`src/rtl/pipe_stage_reg_if.sv`:
```
// pipe_stage_reg_if: upstream/downstream handshake bundle for pipe_stage_reg.
// The slave modport is the stage's view and the master modport is the
// surrounding logic's view (upstream producer plus downstream consumer).
interface pipe_stage_reg_if #(
  parameter int CTRL_W    = 16,
  parameter int DATA_W    = 128,
  parameter int NUM_START = 2
);
  logic                 in_valid_i;
  logic                 in_ready_o;
  logic [CTRL_W-1:0]    in_ctrl_i;
  logic [DATA_W-1:0]    in_data_i;
  logic [NUM_START-1:0] start_req_i;
  logic                 out_valid_o;
  logic                 out_ready_i;
  logic [CTRL_W-1:0]    out_ctrl_o;
  logic [DATA_W-1:0]    out_data_o;
  logic [NUM_START-1:0] start_o;

  modport slave (
    input  in_valid_i, in_ctrl_i, in_data_i, start_req_i, out_ready_i,
    output in_ready_o, out_valid_o, out_ctrl_o, out_data_o, start_o
  );

  modport master (
    output in_valid_i, in_ctrl_i, in_data_i, start_req_i, out_ready_i,
    input  in_ready_o, out_valid_o, out_ctrl_o, out_data_o, start_o
  );
endinterface

```
`src/rtl/pipe_stage_reg.sv`:
```
// pipe_stage_reg: generic pipeline stage register with valid/ready handshake,
// priority flush > hold > skid drain > bubble > load, one-shot start pulses
// for multi-cycle units and a saturating bubble counter.
// Optional feature macro: PIPE_SKID_EN adds a 1-entry skid buffer so that
// in_ready_o no longer depends on out_ready_i. The default build has no skid.
module pipe_stage_reg #(
  parameter int CTRL_W    = 16,
  parameter int DATA_W    = 128,
  parameter int NUM_START = 2,
  parameter int CNT_W     = 16
) (
  input  logic             clk,
  input  logic             rst_n,
  input  logic             flush_i,
  input  logic             bubble_i,
  input  logic             cnt_clr_i,
  output logic [CNT_W-1:0] bubble_cnt_o,
  pipe_stage_reg_if.slave  bus
);

  // Saturating increment: an all-ones counter stays all ones.
  function automatic logic [CNT_W-1:0] sat_inc(input logic [CNT_W-1:0] v);
    if (&v) return v;
    return v + 1'b1;
  endfunction

  // Main (output) register.
  logic                 r_vld_p1;
  logic [CTRL_W-1:0]    r_ctrl_p1;
  logic [DATA_W-1:0]    r_data_p1;
  logic [NUM_START-1:0] r_start_p1;
  logic [CNT_W-1:0]     r_bub_cnt;

  // Next-state wires.
  logic                 w_adv;
  logic                 w_in_ready;
  logic                 w_vld_nxt;
  logic [CTRL_W-1:0]    w_ctrl_nxt;
  logic [DATA_W-1:0]    w_data_nxt;
  logic [NUM_START-1:0] w_start_nxt;
  logic                 w_bub_inc;

`ifdef PIPE_SKID_EN
  // Skid entry; it only ever holds valid entries, so ctrl/req are stored
  // exactly as accepted.
  logic                 r_skid_vld_p0;
  logic [CTRL_W-1:0]    r_skid_ctrl_p0;
  logic [DATA_W-1:0]    r_skid_data_p0;
  logic [NUM_START-1:0] r_skid_req_p0;

  logic                 w_accept;
  logic                 w_skid_vld_nxt;
  logic [CTRL_W-1:0]    w_skid_ctrl_nxt;
  logic [DATA_W-1:0]    w_skid_data_nxt;
  logic [NUM_START-1:0] w_skid_req_nxt;
`endif

  // Main register may change whenever it is empty or being drained.
  assign w_adv = bus.out_ready_i || !r_vld_p1;

`ifdef PIPE_SKID_EN
  // Readiness is cut from out_ready_i: only the skid occupancy matters.
  assign w_in_ready = !flush_i && !bubble_i && !r_skid_vld_p0;
  assign w_accept   = bus.in_valid_i && w_in_ready;
`else
  assign w_in_ready = !flush_i && !bubble_i && w_adv;
`endif

  // Priority-ordered next state of main (and skid) plus start and bubble events.
  always_comb begin
    w_vld_nxt   = r_vld_p1;
    w_ctrl_nxt  = r_ctrl_p1;
    w_data_nxt  = r_data_p1;
    w_start_nxt = '0;
    w_bub_inc   = 1'b0;
`ifdef PIPE_SKID_EN
    w_skid_vld_nxt  = r_skid_vld_p0;
    w_skid_ctrl_nxt = r_skid_ctrl_p0;
    w_skid_data_nxt = r_skid_data_p0;
    w_skid_req_nxt  = r_skid_req_p0;
`endif
    if (flush_i) begin
      w_vld_nxt  = 1'b0;
      w_ctrl_nxt = '0;
      w_data_nxt = '0;
`ifdef PIPE_SKID_EN
      w_skid_vld_nxt  = 1'b0;
      w_skid_ctrl_nxt = '0;
      w_skid_data_nxt = '0;
      w_skid_req_nxt  = '0;
`endif
    end else if (!w_adv) begin
      // Hold wins over bubble so the held entry is never lost.
`ifdef PIPE_SKID_EN
      if (w_accept) begin
        w_skid_vld_nxt  = 1'b1;
        w_skid_ctrl_nxt = bus.in_ctrl_i;
        w_skid_data_nxt = bus.in_data_i;
        w_skid_req_nxt  = bus.start_req_i;
      end
`endif
    end
`ifdef PIPE_SKID_EN
    else if (r_skid_vld_p0) begin
      w_vld_nxt       = 1'b1;
      w_ctrl_nxt      = r_skid_ctrl_p0;
      w_data_nxt      = r_skid_data_p0;
      w_start_nxt     = r_skid_req_p0;
      w_skid_vld_nxt  = 1'b0;
      w_skid_ctrl_nxt = '0;
      w_skid_data_nxt = '0;
      w_skid_req_nxt  = '0;
    end
`endif
    else if (bubble_i) begin
      w_vld_nxt  = 1'b0;
      w_ctrl_nxt = '0;
      w_data_nxt = '0;
      w_bub_inc  = 1'b1;
    end else begin
      w_vld_nxt   = bus.in_valid_i;
      w_ctrl_nxt  = bus.in_valid_i ? bus.in_ctrl_i : '0;
      w_data_nxt  = bus.in_data_i;
      w_start_nxt = bus.in_valid_i ? bus.start_req_i : '0;
    end
  end

  // ---- stage boundary: main register and one-shot start pulses ----
  always_ff @(posedge clk or negedge rst_n) begin
    if (!rst_n) begin
      r_vld_p1   <= 1'b0;
      r_ctrl_p1  <= '0;
      r_data_p1  <= '0;
      r_start_p1 <= '0;
    end else begin
      r_vld_p1   <= w_vld_nxt;
      r_ctrl_p1  <= w_ctrl_nxt;
      r_data_p1  <= w_data_nxt;
      r_start_p1 <= w_start_nxt;
    end
  end

`ifdef PIPE_SKID_EN
  // ---- stage boundary: skid entry captured while downstream holds ----
  always_ff @(posedge clk or negedge rst_n) begin
    if (!rst_n) begin
      r_skid_vld_p0  <= 1'b0;
      r_skid_ctrl_p0 <= '0;
      r_skid_data_p0 <= '0;
      r_skid_req_p0  <= '0;
    end else begin
      r_skid_vld_p0  <= w_skid_vld_nxt;
      r_skid_ctrl_p0 <= w_skid_ctrl_nxt;
      r_skid_data_p0 <= w_skid_data_nxt;
      r_skid_req_p0  <= w_skid_req_nxt;
    end
  end
`endif

  // Bubble counter: clear beats increment, flush leaves it alone.
  always_ff @(posedge clk or negedge rst_n) begin
    if (!rst_n)         r_bub_cnt <= '0;
    else if (cnt_clr_i) r_bub_cnt <= '0;
    else if (w_bub_inc) r_bub_cnt <= sat_inc(r_bub_cnt);
  end

  assign bus.in_ready_o  = w_in_ready;
  assign bus.out_valid_o = r_vld_p1;
  assign bus.out_ctrl_o  = r_ctrl_p1;
  assign bus.out_data_o  = r_data_p1;
  assign bus.start_o     = r_start_p1;
  assign bubble_cnt_o    = r_bub_cnt;

endmodule

```
`src/flat_wrapper.sv`:
```
// flat-port wrapper written by rule: the top's interface ports become plain ports
module pipe_stage_reg_flat 
#(
  parameter int CTRL_W    = 16,
  parameter int DATA_W    = 128,
  parameter int NUM_START = 2,
  parameter int CNT_W     = 16
)
  (clk, rst_n, flush_i, bubble_i, cnt_clr_i, bubble_cnt_o, bus_in_valid_i, bus_in_ctrl_i, bus_in_data_i, bus_start_req_i, bus_out_ready_i, bus_in_ready_o, bus_out_valid_o, bus_out_ctrl_o, bus_out_data_o, bus_start_o);
  pipe_stage_reg_if #(.CTRL_W(CTRL_W), .DATA_W(DATA_W), .NUM_START(NUM_START)) bus_i ();
  input  logic clk;
  input  logic rst_n;
  input  logic flush_i;
  input  logic bubble_i;
  input  logic cnt_clr_i;
  output logic [CNT_W-1:0] bubble_cnt_o;
  input wire logic [$bits(bus_i.in_valid_i)-1:0] bus_in_valid_i;
  input wire logic [$bits(bus_i.in_ctrl_i)-1:0] bus_in_ctrl_i;
  input wire logic [$bits(bus_i.in_data_i)-1:0] bus_in_data_i;
  input wire logic [$bits(bus_i.start_req_i)-1:0] bus_start_req_i;
  input wire logic [$bits(bus_i.out_ready_i)-1:0] bus_out_ready_i;
  output wire logic [$bits(bus_i.in_ready_o)-1:0] bus_in_ready_o;
  output wire logic [$bits(bus_i.out_valid_o)-1:0] bus_out_valid_o;
  output wire logic [$bits(bus_i.out_ctrl_o)-1:0] bus_out_ctrl_o;
  output wire logic [$bits(bus_i.out_data_o)-1:0] bus_out_data_o;
  output wire logic [$bits(bus_i.start_o)-1:0] bus_start_o;
  assign bus_i.in_valid_i = bus_in_valid_i;
  assign bus_i.in_ctrl_i = bus_in_ctrl_i;
  assign bus_i.in_data_i = bus_in_data_i;
  assign bus_i.start_req_i = bus_start_req_i;
  assign bus_i.out_ready_i = bus_out_ready_i;
  assign bus_in_ready_o = bus_i.in_ready_o;
  assign bus_out_valid_o = bus_i.out_valid_o;
  assign bus_out_ctrl_o = bus_i.out_ctrl_o;
  assign bus_out_data_o = bus_i.out_data_o;
  assign bus_start_o = bus_i.start_o;
  pipe_stage_reg #(.CTRL_W(CTRL_W), .DATA_W(DATA_W), .NUM_START(NUM_START), .CNT_W(CNT_W)) u_core (.clk(clk), .rst_n(rst_n), .flush_i(flush_i), .bubble_i(bubble_i), .cnt_clr_i(cnt_clr_i), .bubble_cnt_o(bubble_cnt_o), .bus(bus_i));
endmodule
```
`config.mk`:
```
export PLATFORM = sky130hd
export DESIGN_NAME = pipe_stage_reg_flat
export DESIGN_NICKNAME = d
export VERILOG_FILES = /design/src/rtl/pipe_stage_reg_if.sv /design/src/rtl/pipe_stage_reg.sv /design/src/flat_wrapper.sv
export SDC_FILE = /design/constraint.sdc
export NUM_CORES = 1
export LEC_CHECK = 0
export CAP_MARGIN = 10
export CORE_AREA = 2 2 124 126
export CTS_BUF_LIST = sky130_fd_sc_hd__clkbuf_8
export DETAILED_ROUTE_END_ITERATION = 10
export DIE_AREA = 0 0 126 128
export PLACE_DENSITY = 0.79
export SYNTH_ARGS = -nofsm -noshare
export SYNTH_HDL_FRONTEND = slang
export SYNTH_SLANG_ARGS = --single-unit
```
`constraint.sdc`:
```
create_clock -name clk -period 4.54 [get_ports clk]
set_clock_uncertainty 0.05 [all_clocks]
set_input_delay 0.908 -clock clk [delete_from_list [all_inputs] [get_ports clk]]
set_output_delay 0.908 -clock clk [all_outputs]
set_load 0.005 [all_outputs]
```
==> impl_metrics.csv, run 1 <==
group,metric,value,unit
logic_synthesis,synth-seq-cells,163,
grt,grt_max_degree,97,
floorplanning,io_pins,317,
worst_hold_path,whs_endpoint,"u_core.bus.out_data_o[113]$_DFFE_PN0P_",
grt,grt_overflow,0,
routing,via_count,5101,
power,fin_total_pwr,3084,uW
grt,grtUsageMet2,36.97,%
final_layout,multi_input_area,1822,um^2
worst_setup_path,rr_worst_depth,5,
placement,io_buffers,316,
floorplanning,dieWidth,126,um
final_layout,area_growth_syn_to_layout,62.14,%
worst_setup_path,path_class,"in -> out",
worst_hold_path,min_path_cells,1,
logic_synthesis,synth_top_area_share,67.48,%
logic_synthesis,ys_warn_count,0,
floorplanning,dieArea,16130,um^2
outcome,outcome,"complete, no violations",
clock_network,clkTransAtPathRegs,0.09,ns
worst_setup_path,worstReg2RegStart,"u_core.bus.out_valid_o$_DFFE_PN0P_",
grt,grt_pass1_vias,5307,
sta,post-route-min-period,3.259,ns
worst_hold_path,hold_class,"reg -> reg",
routing,routed_wl,18060,um
floorplanning,rows,45,
clock_network,postCtsSetupBuffers,0,
final_layout,layout-drive-gt1-share,5.726,%
sta,drv_slew,0,
power,p_leak,0.004225,uW
worst_setup_path,startpoint_type,"primary input",
logic_synthesis,synth_area_leaders,"dfrtp_1 67%, a22o_1 21%, clkbuf_1 1.4%, a21oi_1 0.99%, o31ai_1 0.87%",
grt,antenna_found_initial,0,
grt,track_usage,22.50,%
placement,dp.cells,907,
routing,postRouteAntennaNets,0,
clock_network,clk_latency,0.44,ns
logic_synthesis,synth_mux_area_share,0.3726,%
clock_network,clock_sinks,163,
job,maxCapViolCount,0,
worst_setup_path,crit_path_max_fanout,3,
sta,relSlewSlack,43.31,%
worst_setup_path,worstPathArrival,2.30,ns
sta,setup_tns,0,ns
logic_synthesis,async_reset_ff_share,100.0,%
routing,drcViolationCount,0,
grt,grt_busiest_layer,"met2",
sta,fin_crit_sh,71.79,%
floorplanning,die_h,128,um
final_layout,antenna_cells,0,
logic_synthesis,synth_top_family_by_area,"compound AO/OA/AOI/OAI gates",
worst_setup_path,rrSetupSlack,2.11,ns
clock_network,ctsHoldBuffers,0,
placement,dpl.hpwl,12730,um
power,power_density,314.7,nW/um^2
sta,holdWs,0.4524,ns
clock_network,cts-resized-gates,0,
grt,use_met1,27.31,%
logic_synthesis,synthAdderAreaFrac,0.2070,%
logic_synthesis,synth_xor_xnor_area_share,0,%
sta,fmax,306.8,MHz
routing,drt-initial-drc-count,388,
floorplanning,start_util,40.66,%
worst_hold_path,worstHoldStart,"u_core.bus.out_data_o[113]$_DFFE_PN0P_",
routing,vias_per_cell,5.432,
sta,final_hold_viol_count,0,
sta,setup_violations,0,
final_layout,n_fill_cell,1076,
logic_synthesis,ys.flop_type,"dfrtp_1",
placement,dpl_cell_area,9356,um^2
sta,rsz0062_at_grt,"no",
worst_setup_path,r2r-end,"u_core.bus.out_ctrl_o[3]$_DFFE_PN0P_",
clock_network,clk_path_buf_depth,2,
power,ir_worst_vdd,0.1813,mV
worst_setup_path,crit_required,3.58,ns
logic_synthesis,netlist.top_cell.by_area,"dfrtp_1",
grt,grtUsageMet3,7.846,%
routing,wl_per_cell,19.23,um
routing,dr.pass1.iters,5,
final_layout,regArea,4079,um^2
clock_network,cts_tree,"built",
floorplanning,core_area,14860,um^2
clock_network,cts_root_buf,"clkbuf_8",
sta,worstMarginPinSlew,0.8503,ns
logic_synthesis,synth_edf_count,0,
logic_synthesis,synth-simple-area-share,5.548,%
logic_synthesis,synth_compound_area_share,23.83,%
logic_synthesis,avgSynthCellArea,13.99,um^2
final_layout,nets,892,
logic_synthesis,synth_cell_type_count,34,
grt,grt_first_pass_wirelength,28360,um
clock_network,numCtsBuffers,17,
clock_network,cts_htree_levels,4,
logic_synthesis,synthCells,432,
logic_synthesis,synth_area,6045,um^2
logic_synthesis,synth_seq_area_share,67.48,%
placement,finalWeightedCongestion,0.8101,
logic_synthesis,syn-num-nets,586,
worst_setup_path,endpoint_kind,"primary output",
final_layout,instances_no_fill,939,
final_layout,fin_area,9801,um^2
cell usage after synthesis, types with 2 or more instances:
| cell | count |
|---|---|
| dfrtp_1 | 163 |
| a22o_1 | 144 |
| clkbuf_1 | 23 |
| a21oi_1 | 12 |
| buf_2 | 10 |
| nand2_1 | 7 |
| nand4_1 | 7 |
| o31ai_1 | 7 |
| or3_1 | 6 |
| or4_1 | 5 |
| and3_1 | 4 |
| and4_1 | 4 |
| nor2_1 | 4 |
| o21ai_0 | 4 |
| and2_1 | 3 |
| inv_1 | 3 |
| nor2b_1 | 3 |
| a311oi_1 | 2 |
| a31oi_1 | 2 |
| buf_1 | 2 |
| nand2b_1 | 2 |
| nand3_1 | 2 |
| nor3_1 | 2 |
layout make-up:
class | count | area share [%]
timing repair buffer | 322 | 32.75
inverter | 3 | 0.1149
clock buffer | 19 | 2.668
multi-input combinational | 231 | 18.59
sequential | 163 | 41.62
clock inverter | 13 | 1.864
tap | 188 | 2.400
report_power, final:
part           internal [uW]  switching [uW]
logic                    254             132
clock network            628             529
registers               1510            35.3
through the flow:
stage          setup slack, ns  utilization [%]
5_1_grt                  1.220            65.93
3_5_place_dp             1.092            62.95
3_3_place_gp             1.180            62.95
4_1_cts                  1.273            65.93
2_1_floorplan            1.999                -
6_report                 1.281            65.93
registers in the layout, indices dropped and copies added (netlist names):
signal / cells
u_core.bubble_cnt_o: 16
u_core.bus.out_data_o: 128
u_core.bus.out_valid_o: 1
u_core.bus.out_ctrl_o: 16
u_core.bus.start_o: 2
worst max-delay path, cell delays in order:
cell and delay [ns]:
clkdlybuf4s50_1 0.47, and2b_4 0.20, nor3_4 0.12, clkdlybuf4s50_1 0.60
logic make-up (layout without fill, tap and decap cells):
group,Yosys count,count (layout)
AOI/OAI and AO/OA,173,173
DFF,163,163
and+or+nand+nor,55,55
buffers and inverters,38,357
muxes,2,2
adders and majority gates,1,1
metal layers:
layer / routed length, um / vias up
met3: 1436 / 36
met2: 9154 / 255
met5: 0 / -
li1: - / 2278
met4: 483 / 0
met1: 6986 / 2532
layout by cell type (no fill, tap or decap), drive strengths merged, types with 3 or more instances in the layout:
cell           instances
or3                    6
clkinv                 4
or4                    5
nor2                   5
nor3                   3
a21oi                 12
clkdlybuf4s50        315
o21ai                  4
and2                   4
and4                   4
nand2                  7
clkbuf                19
inv                    5
and3                   4
nand4                  7
a22o                 144
buf                    7
dfrtp                163
o31ai                  7
clkinvlp               3
bufinv                 4
nor2b                  3
worst max-delay path by stage:
stage	start	endpoint	slack (ns)	depth (start not counted)
CTS	bus_out_ready_i	bus_in_ready_o	1.27	4
finish	bus_out_ready_i	bus_in_ready_o	1.28	4
detailed placement	bus_out_ready_i	u_core.bus.out_ctrl_o[3]$_DFFE_PN0P_	1.09	6
global placement	bus_out_ready_i	u_core.bus.out_ctrl_o[12]$_DFFE_PN0P_	1.18	6
floorplan	bus_out_ready_i	bus_in_ready_o	2.00	3
global route	bus_out_ready_i	bus_in_ready_o	1.22	4
Note: power is estimated with default switching activity, not from simulation.
==> run 2, diff against run 1 <==
--- a/config.mk
+++ b/config.mk
@@ -6,10 +6,10 @@
 export NUM_CORES = 1
 export LEC_CHECK = 0
 export CAP_MARGIN = 10
-export CORE_AREA = 2 2 124 126
+export CORE_MARGIN = 2
+export CORE_UTILIZATION = 41
 export CTS_BUF_LIST = sky130_fd_sc_hd__clkbuf_8
 export DETAILED_ROUTE_END_ITERATION = 10
-export DIE_AREA = 0 0 126 128
 export PLACE_DENSITY = 0.79
 export SYNTH_ARGS = -nofsm -noshare
 export SYNTH_HDL_FRONTEND = slang
==> constraint.sdc (replaced) <==
create_clock -name clk -period 3.1 [get_ports clk]
set_clock_uncertainty 0.05 [all_clocks]
set_input_delay 0.62 -clock clk [delete_from_list [all_inputs] [get_ports clk]]
set_output_delay 0.62 -clock clk [all_outputs]
set_load 0.005 [all_outputs]
==> impl_metrics.csv, run 2 (synthesized netlist as in run 1, its figures left out) <==
group,metric,value,unit
outcome,outcome,"complete, no violations",
clock_network,cts-resized-gates,0,
worst_setup_path,endpoint_kind,"primary output",
sta,setup_violations,0,
final_layout,multi_input_area,1822,um^2
power,cellInternalPower,3209,uW
clock_network,clock_sinks,163,
final_layout,antenna_cells,0,
worst_setup_path,crit_path_max_fanout,3,
clock_network,clk_path_buf_depth,2,
worst_setup_path,rr_worst_depth,5,
final_layout,layout_commonest_cell,"clkdlybuf4s50_1",
grt,grt_max_degree,132,
grt,grt_first_pass_wirelength,28890,um
routing,drt-initial-drc-count,363,
floorplanning,dieArea,15730,um^2
worst_setup_path,startpoint_type,"primary input",
worst_setup_path,slowest_stage,"clkdlybuf4s50_1",
grt,grt_overflow,0,
power,switching_power,997.4,uW
clock_network,clkTransAtPathRegs,0.08,ns
power,ir_worst_vdd,0.2170,mV
worst_setup_path,path_class,"in -> out",
worst_setup_path,crit_cells,4,
floorplanning,core_area,14480,um^2
routing,via_count,5007,
final_layout,n_fill_cell,1044,
worst_setup_path,critical_path.most_common_cell,"clkdlybuf4s50_1",
sta,worstMarginPinSlew,0.6640,ns
power,seq_power_share,53.6,%
clock_network,cts_root_buf,"clkbuf_8",
worst_setup_path,path_delay_family,"buffers and inverters",
sta,post-route-min-period,2.792,ns
power,power_density,430.6,nW/um^2
routing,routed_wl,18540,um
placement,io_buffers,316,
worst_setup_path,cp_cell_sequence,"clkdlybuf4s50_1 > and2b_4 > nor3_4 > clkdlybuf4s50_1",
final_layout,mostFrequentLayoutCells,"315 x clkdlybuf4s50_1, 163 x dfrtp_1, 144 x a22o_1",
final_layout,regArea,4079,um^2
grt,grt_pass1_vias,5215,
sta,rsz0062_at_grt,"no",
grt,antenna_found_initial,0,
routing,wl_per_cell,19.81,um
sta,fmax,358.1,MHz
placement,dpl.hpwl,13170,um
placement,finalWeightedCongestion,0.8630,
power,p_clk_share,32.6,%
routing,vias_per_cell,5.349,
clock_network,ctsHoldBuffers,0,
floorplanning,start_util,41.75,%
worst_hold_path,hold_class,"in -> async",
sta,setup_tns,0,ns
worst_setup_path,worstPathArrival,2.12,ns
final_layout,largest_reg_flops,128,
routing,postRouteAntennaNets,0,
clock_network,cts_tree,"built",
power,p_leak,0.004208,uW
routing,dr.pass1.iters,4,
final_layout,fin_util,67.46,%
power,p_sw_share,23.71,%
job,maxCapViolCount,0,
routing,drcViolationCount,0,
floorplanning,die_h,125.4,um
clock_network,clk_latency,0.44,ns
placement,dp.cells,905,
floorplanning,rows,44,
grt,track_usage,23.46,%
clock_network,cts_htree_levels,4,
clock_network,postCtsSetupBuffers,0,
final_layout,area_growth_syn_to_layout,61.58,%
sta,drv_slew,0,
clock_network,numCtsBuffers,17,
final_layout,instances_no_fill,936,
sta,fin_crit_sh,90.08,%
sta,final_hold_viol_count,0,
power,power_frac_comb,13.8,%
worst_setup_path,crit_buf_inv,2,
floorplanning,io_pins,317,
worst_setup_path,crit_path_max_incr_delay,0.58,ns
final_layout,layout-drive-gt1-share,5.718,%
worst_setup_path,crit_required,2.43,ns
floorplanning,dieWidth,125.4,um
sta,relSlewSlack,55.59,%
final_layout,nets,894,
==> run 2: cell count changes in the layout (fill, tap and decap cells not counted), moves of 2 or more <==
cell / delta
clkbuf_8: +2
buf_4: -2
buf_12: +4
bufinv_16: -4
==> run 2: stage by stage <==
step	hold WS, ns	power (uW)	cell area, um^2	worst slack, ns
finish	0.1025	4206	9767	0.3076
global route	0.1290	4395	9767	0.2999
CTS	0.1106	4263	9767	0.3237
detailed placement	0.4310	2877	9417	0.3356
global placement	0.4315	2863	9417	0.3597
floorplan	0.2744	2423	6045	1.034
==> run 2: layer usage <==
layer / up-vias / share of wire (%) / track usage, %
met5: - / 0 / 0
met1: 2453 / 40 / 28.65
met2: 235 / 49 / 38.95
met4: 0 / 2.9 / 9.542
li1: 2280 / - / -
met3: 39 / 7.6 / 7.189
==> run 2: area by class of cell <==
cell class	instances	area share [%]
Sequential cell	163	41.76
Timing Repair Buffer	324	33.53
Multi-Input combinational cell	231	18.65
Clock buffer	21	2.959
Tap cell	184	2.357
Clock inverter	10	0.6277
Inverter	3	0.1153
==> run 2: worst paths after layout <==
kind,from,endpoint,slack [ns]
max in group asynchronous,rst_n,u_core.bus.out_data_o[107]$_DFFE_PN0P_,2.10
hold reg to reg,u_core.bus.out_data_o[19]$_DFFE_PN0P_,u_core.bus.out_data_o[19]$_DFFE_PN0P_,0.45
hold / removal,rst_n,u_core.bubble_cnt_o[6]$_DFFE_PN0P_,0.10
min in group clk,u_core.bus.out_data_o[19]$_DFFE_PN0P_,u_core.bus.out_data_o[19]$_DFFE_PN0P_,0.45
setup reg to reg,u_core.bubble_cnt_o[0]$_DFFE_PN0P_,u_core.bubble_cnt_o[13]$_DFFE_PN0P_,0.92
setup / recovery,bus_out_ready_i,bus_in_ready_o,0.31
==> run 2: power by group through the flow <==
| stage | Sequential, uW | Clock (uW) | Combinational [uW] |
|---|---|---|---|
| 5_1_grt | 2260 | 1510 | 618 |
| 6_report | 2250 | 1370 | 579 |
| 3_5_place_dp | 2290 | 0 | 585 |
| 4_1_cts | 2250 | 1420 | 587 |
| 2_1_floorplan | 2300 | 0 | 126 |
| 3_3_place_gp | 2290 | 0 | 572 |
==> run 3, diff against run 2 <==
--- a/config.mk
+++ b/config.mk
@@ -8,7 +8,7 @@
 export CAP_MARGIN = 10
 export CORE_MARGIN = 2
 export CORE_UTILIZATION = 41
-export CTS_BUF_LIST = sky130_fd_sc_hd__clkbuf_8
+export CTS_BUF_LIST = sky130_fd_sc_hd__clkbuf_4
 export DETAILED_ROUTE_END_ITERATION = 10
 export PLACE_DENSITY = 0.79
 export SYNTH_ARGS = -nofsm -noshare
==> impl_metrics.csv, run 3 (synthesized netlist as in run 1, its figures left out) <==
group,metric,value,unit
sta,setup_slack,0.3022,ns
final_layout,layout-drive-gt1-share,5.445,%
routing,drcViolationCount,0,
sta,drv_slew,0,
grt,grt_pass1_vias,5208,
clock_network,ctsHoldBuffers,1,
clock_network,clk_path_buf_depth,2,
job,maxCapViolCount,0,
floorplanning,rows,44,
worst_hold_path,hold_class,"reg -> reg",
final_layout,fin_util,66.57,%
floorplanning,core_area,14480,um^2
final_layout,n_fill_cell,1079,
worst_setup_path,rrSetupSlack,0.93,ns
worst_setup_path,path_delay_family,"buffers and inverters",
worst_setup_path,crit_buf_inv,2,
power,p_leak,0.004144,uW
clock_network,clkTransAtPathRegs,0.11,ns
sta,relSlewSlack,55.07,%
clock_network,numCtsBuffers,17,
sta,post-route-min-period,2.798,ns
clock_network,postCtsSetupBuffers,0,
power,p_clk_share,26.5,%
placement,finalWeightedCongestion,0.8630,
clock_network,cts-resized-gates,0,
sta,fmax,357.4,MHz
worst_setup_path,worstPathArrival,2.13,ns
clock_network,clk_latency,0.53,ns
worst_setup_path,crit_required,2.43,ns
power,cellInternalPower,2900,uW
sta,fin_crit_sh,90.25,%
worst_setup_path,endpoint_kind,"primary output",
grt,track_usage,23.41,%
clock_network,cts_tree,"built",
worst_setup_path,critical_path.most_common_cell,"clkdlybuf4s50_1",
worst_setup_path,cp_cell_sequence,"clkdlybuf4s50_1 > and2b_4 > nor3_4 > clkdlybuf4s50_1",
sta,worstMarginPinSlew,0.6718,ns
final_layout,area_growth_syn_to_layout,59.45,%
floorplanning,start_util,41.75,%
final_layout,layout_commonest_cell,"clkdlybuf4s50_1",
routing,postRouteAntennaNets,0,
power,power_frac_comb,15.0,%
routing,routed_wl,18520,um
power,power_density,400.4,nW/um^2
worst_setup_path,path_class,"in -> out",
sta,holdWs,0.4594,ns
clock_network,cts_htree_levels,4,
floorplanning,dieWidth,125.4,um
clock_network,clock_sinks,163,
routing,drt-initial-drc-count,311,
worst_setup_path,crit_path_max_fanout,3,
routing,via_count,5028,
power,ir_worst_vdd,0.2143,mV
grt,grt_first_pass_wirelength,28810,um
worst_setup_path,slowest_stage,"clkdlybuf4s50_1",
floorplanning,io_pins,317,
final_layout,mostFrequentLayoutCells,"315 x clkdlybuf4s50_1, 163 x dfrtp_1, 144 x a22o_1",
outcome,outcome,"complete, no violations",
final_layout,nets,895,
worst_setup_path,crit_path_max_incr_delay,0.58,ns
clock_network,cts_root_buf,"clkbuf_4",
sta,setup_tns,0,ns
grt,grt_max_degree,132,
sta,setup_violations,0,
power,seq_power_share,58.4,%
routing,wl_per_cell,19.76,um
final_layout,largest_reg_flops,128,
floorplanning,dieArea,15730,um^2
worst_setup_path,startpoint_type,"primary input",
routing,dr.pass1.iters,4,
grt,antenna_found_initial,0,
final_layout,antenna_cells,0,
floorplanning,die_h,125.4,um
sta,rsz0062_at_grt,"no",
routing,vias_per_cell,5.366,
placement,dpl_worst_slack,0.3356,ns
placement,io_buffers,316,
power,p_sw_share,24.85,%
placement,dpl.hpwl,13170,um
power,switching_power,959.1,uW
grt,grt_overflow,0,
sta,final_hold_viol_count,0,
[run 3: path summary, 6_finish.rpt]
| path | endpoint | startpoint | cells past startpoint |
|---|---|---|---|
| worst min-delay path | u_core.bus.out_data_o[19]$_DFFE_PN0P_ | u_core.bus.out_data_o[19]$_DFFE_PN0P_ | 1 |
| min in group asynchronous | u_core.bubble_cnt_o[6]$_DFFE_PN0P_ | rst_n | 2 |
| max in group asynchronous | u_core.bus.out_data_o[107]$_DFFE_PN0P_ | rst_n | 3 |
| worst max-delay path | bus_in_ready_o | bus_out_ready_i | 4 |
| worst min register to register | u_core.bus.out_data_o[19]$_DFFE_PN0P_ | u_core.bus.out_data_o[19]$_DFFE_PN0P_ | 1 |
| worst max register to register | u_core.bubble_cnt_o[13]$_DFFE_PN0P_ | u_core.bubble_cnt_o[0]$_DFFE_PN0P_ | 5 |
[run 3: routing by layer]
layer  up-vias  routed length (um)  track usage [%]
met5         -                   0                0
met4         0                 543            9.673
met3        38                1351            7.146
met2       227                9231            38.60
met1      2476                7389            28.78
li1       2287                   -                -
[run 3: stage by stage]
stage / area, um^2 / power (uW) / instances
3_5_place_dp: 9417 / 2877 / 905
4_1_cts: 9638 / 3915 / 937
2_1_floorplan: 6045 / 2423 / 432
3_3_place_gp: 9417 / 2863 / 905
6_report: 9638 / 3859 / 937
5_1_grt: 9638 / 4044 / 937
[run 3: power by group through the flow]
stage	sequential, uW	combinational [uW]	clock (uW)
global route	2270	620	1160
finish	2250	580	1020
detailed placement	2290	585	0
CTS	2250	588	1070
floorplan	2300	126	0
global placement	2290	572	0
[run 3: cell type report]
cell class | instances | area [um^2] | area share (%)
clock buffers | 19 | 142.6 | 1.480
clock inverters | 12 | 68.82 | 0.7140
inverters | 3 | 11.26 | 0.1168
multi-input cells | 231 | 1822 | 18.90
flip-flops and latches | 163 | 4079 | 42.32
well taps | 184 | 230.2 | 2.389
repair buffers | 325 | 3284 | 34.08
[run 3: worst register-to-register path, stage by stage (launching register included)]
cell,delay (ns)
dfrtp_1,0.44
ha_1,0.24
and3_1,0.22
and4_1,0.36
nor4_1,0.40
mux2_1,0.36
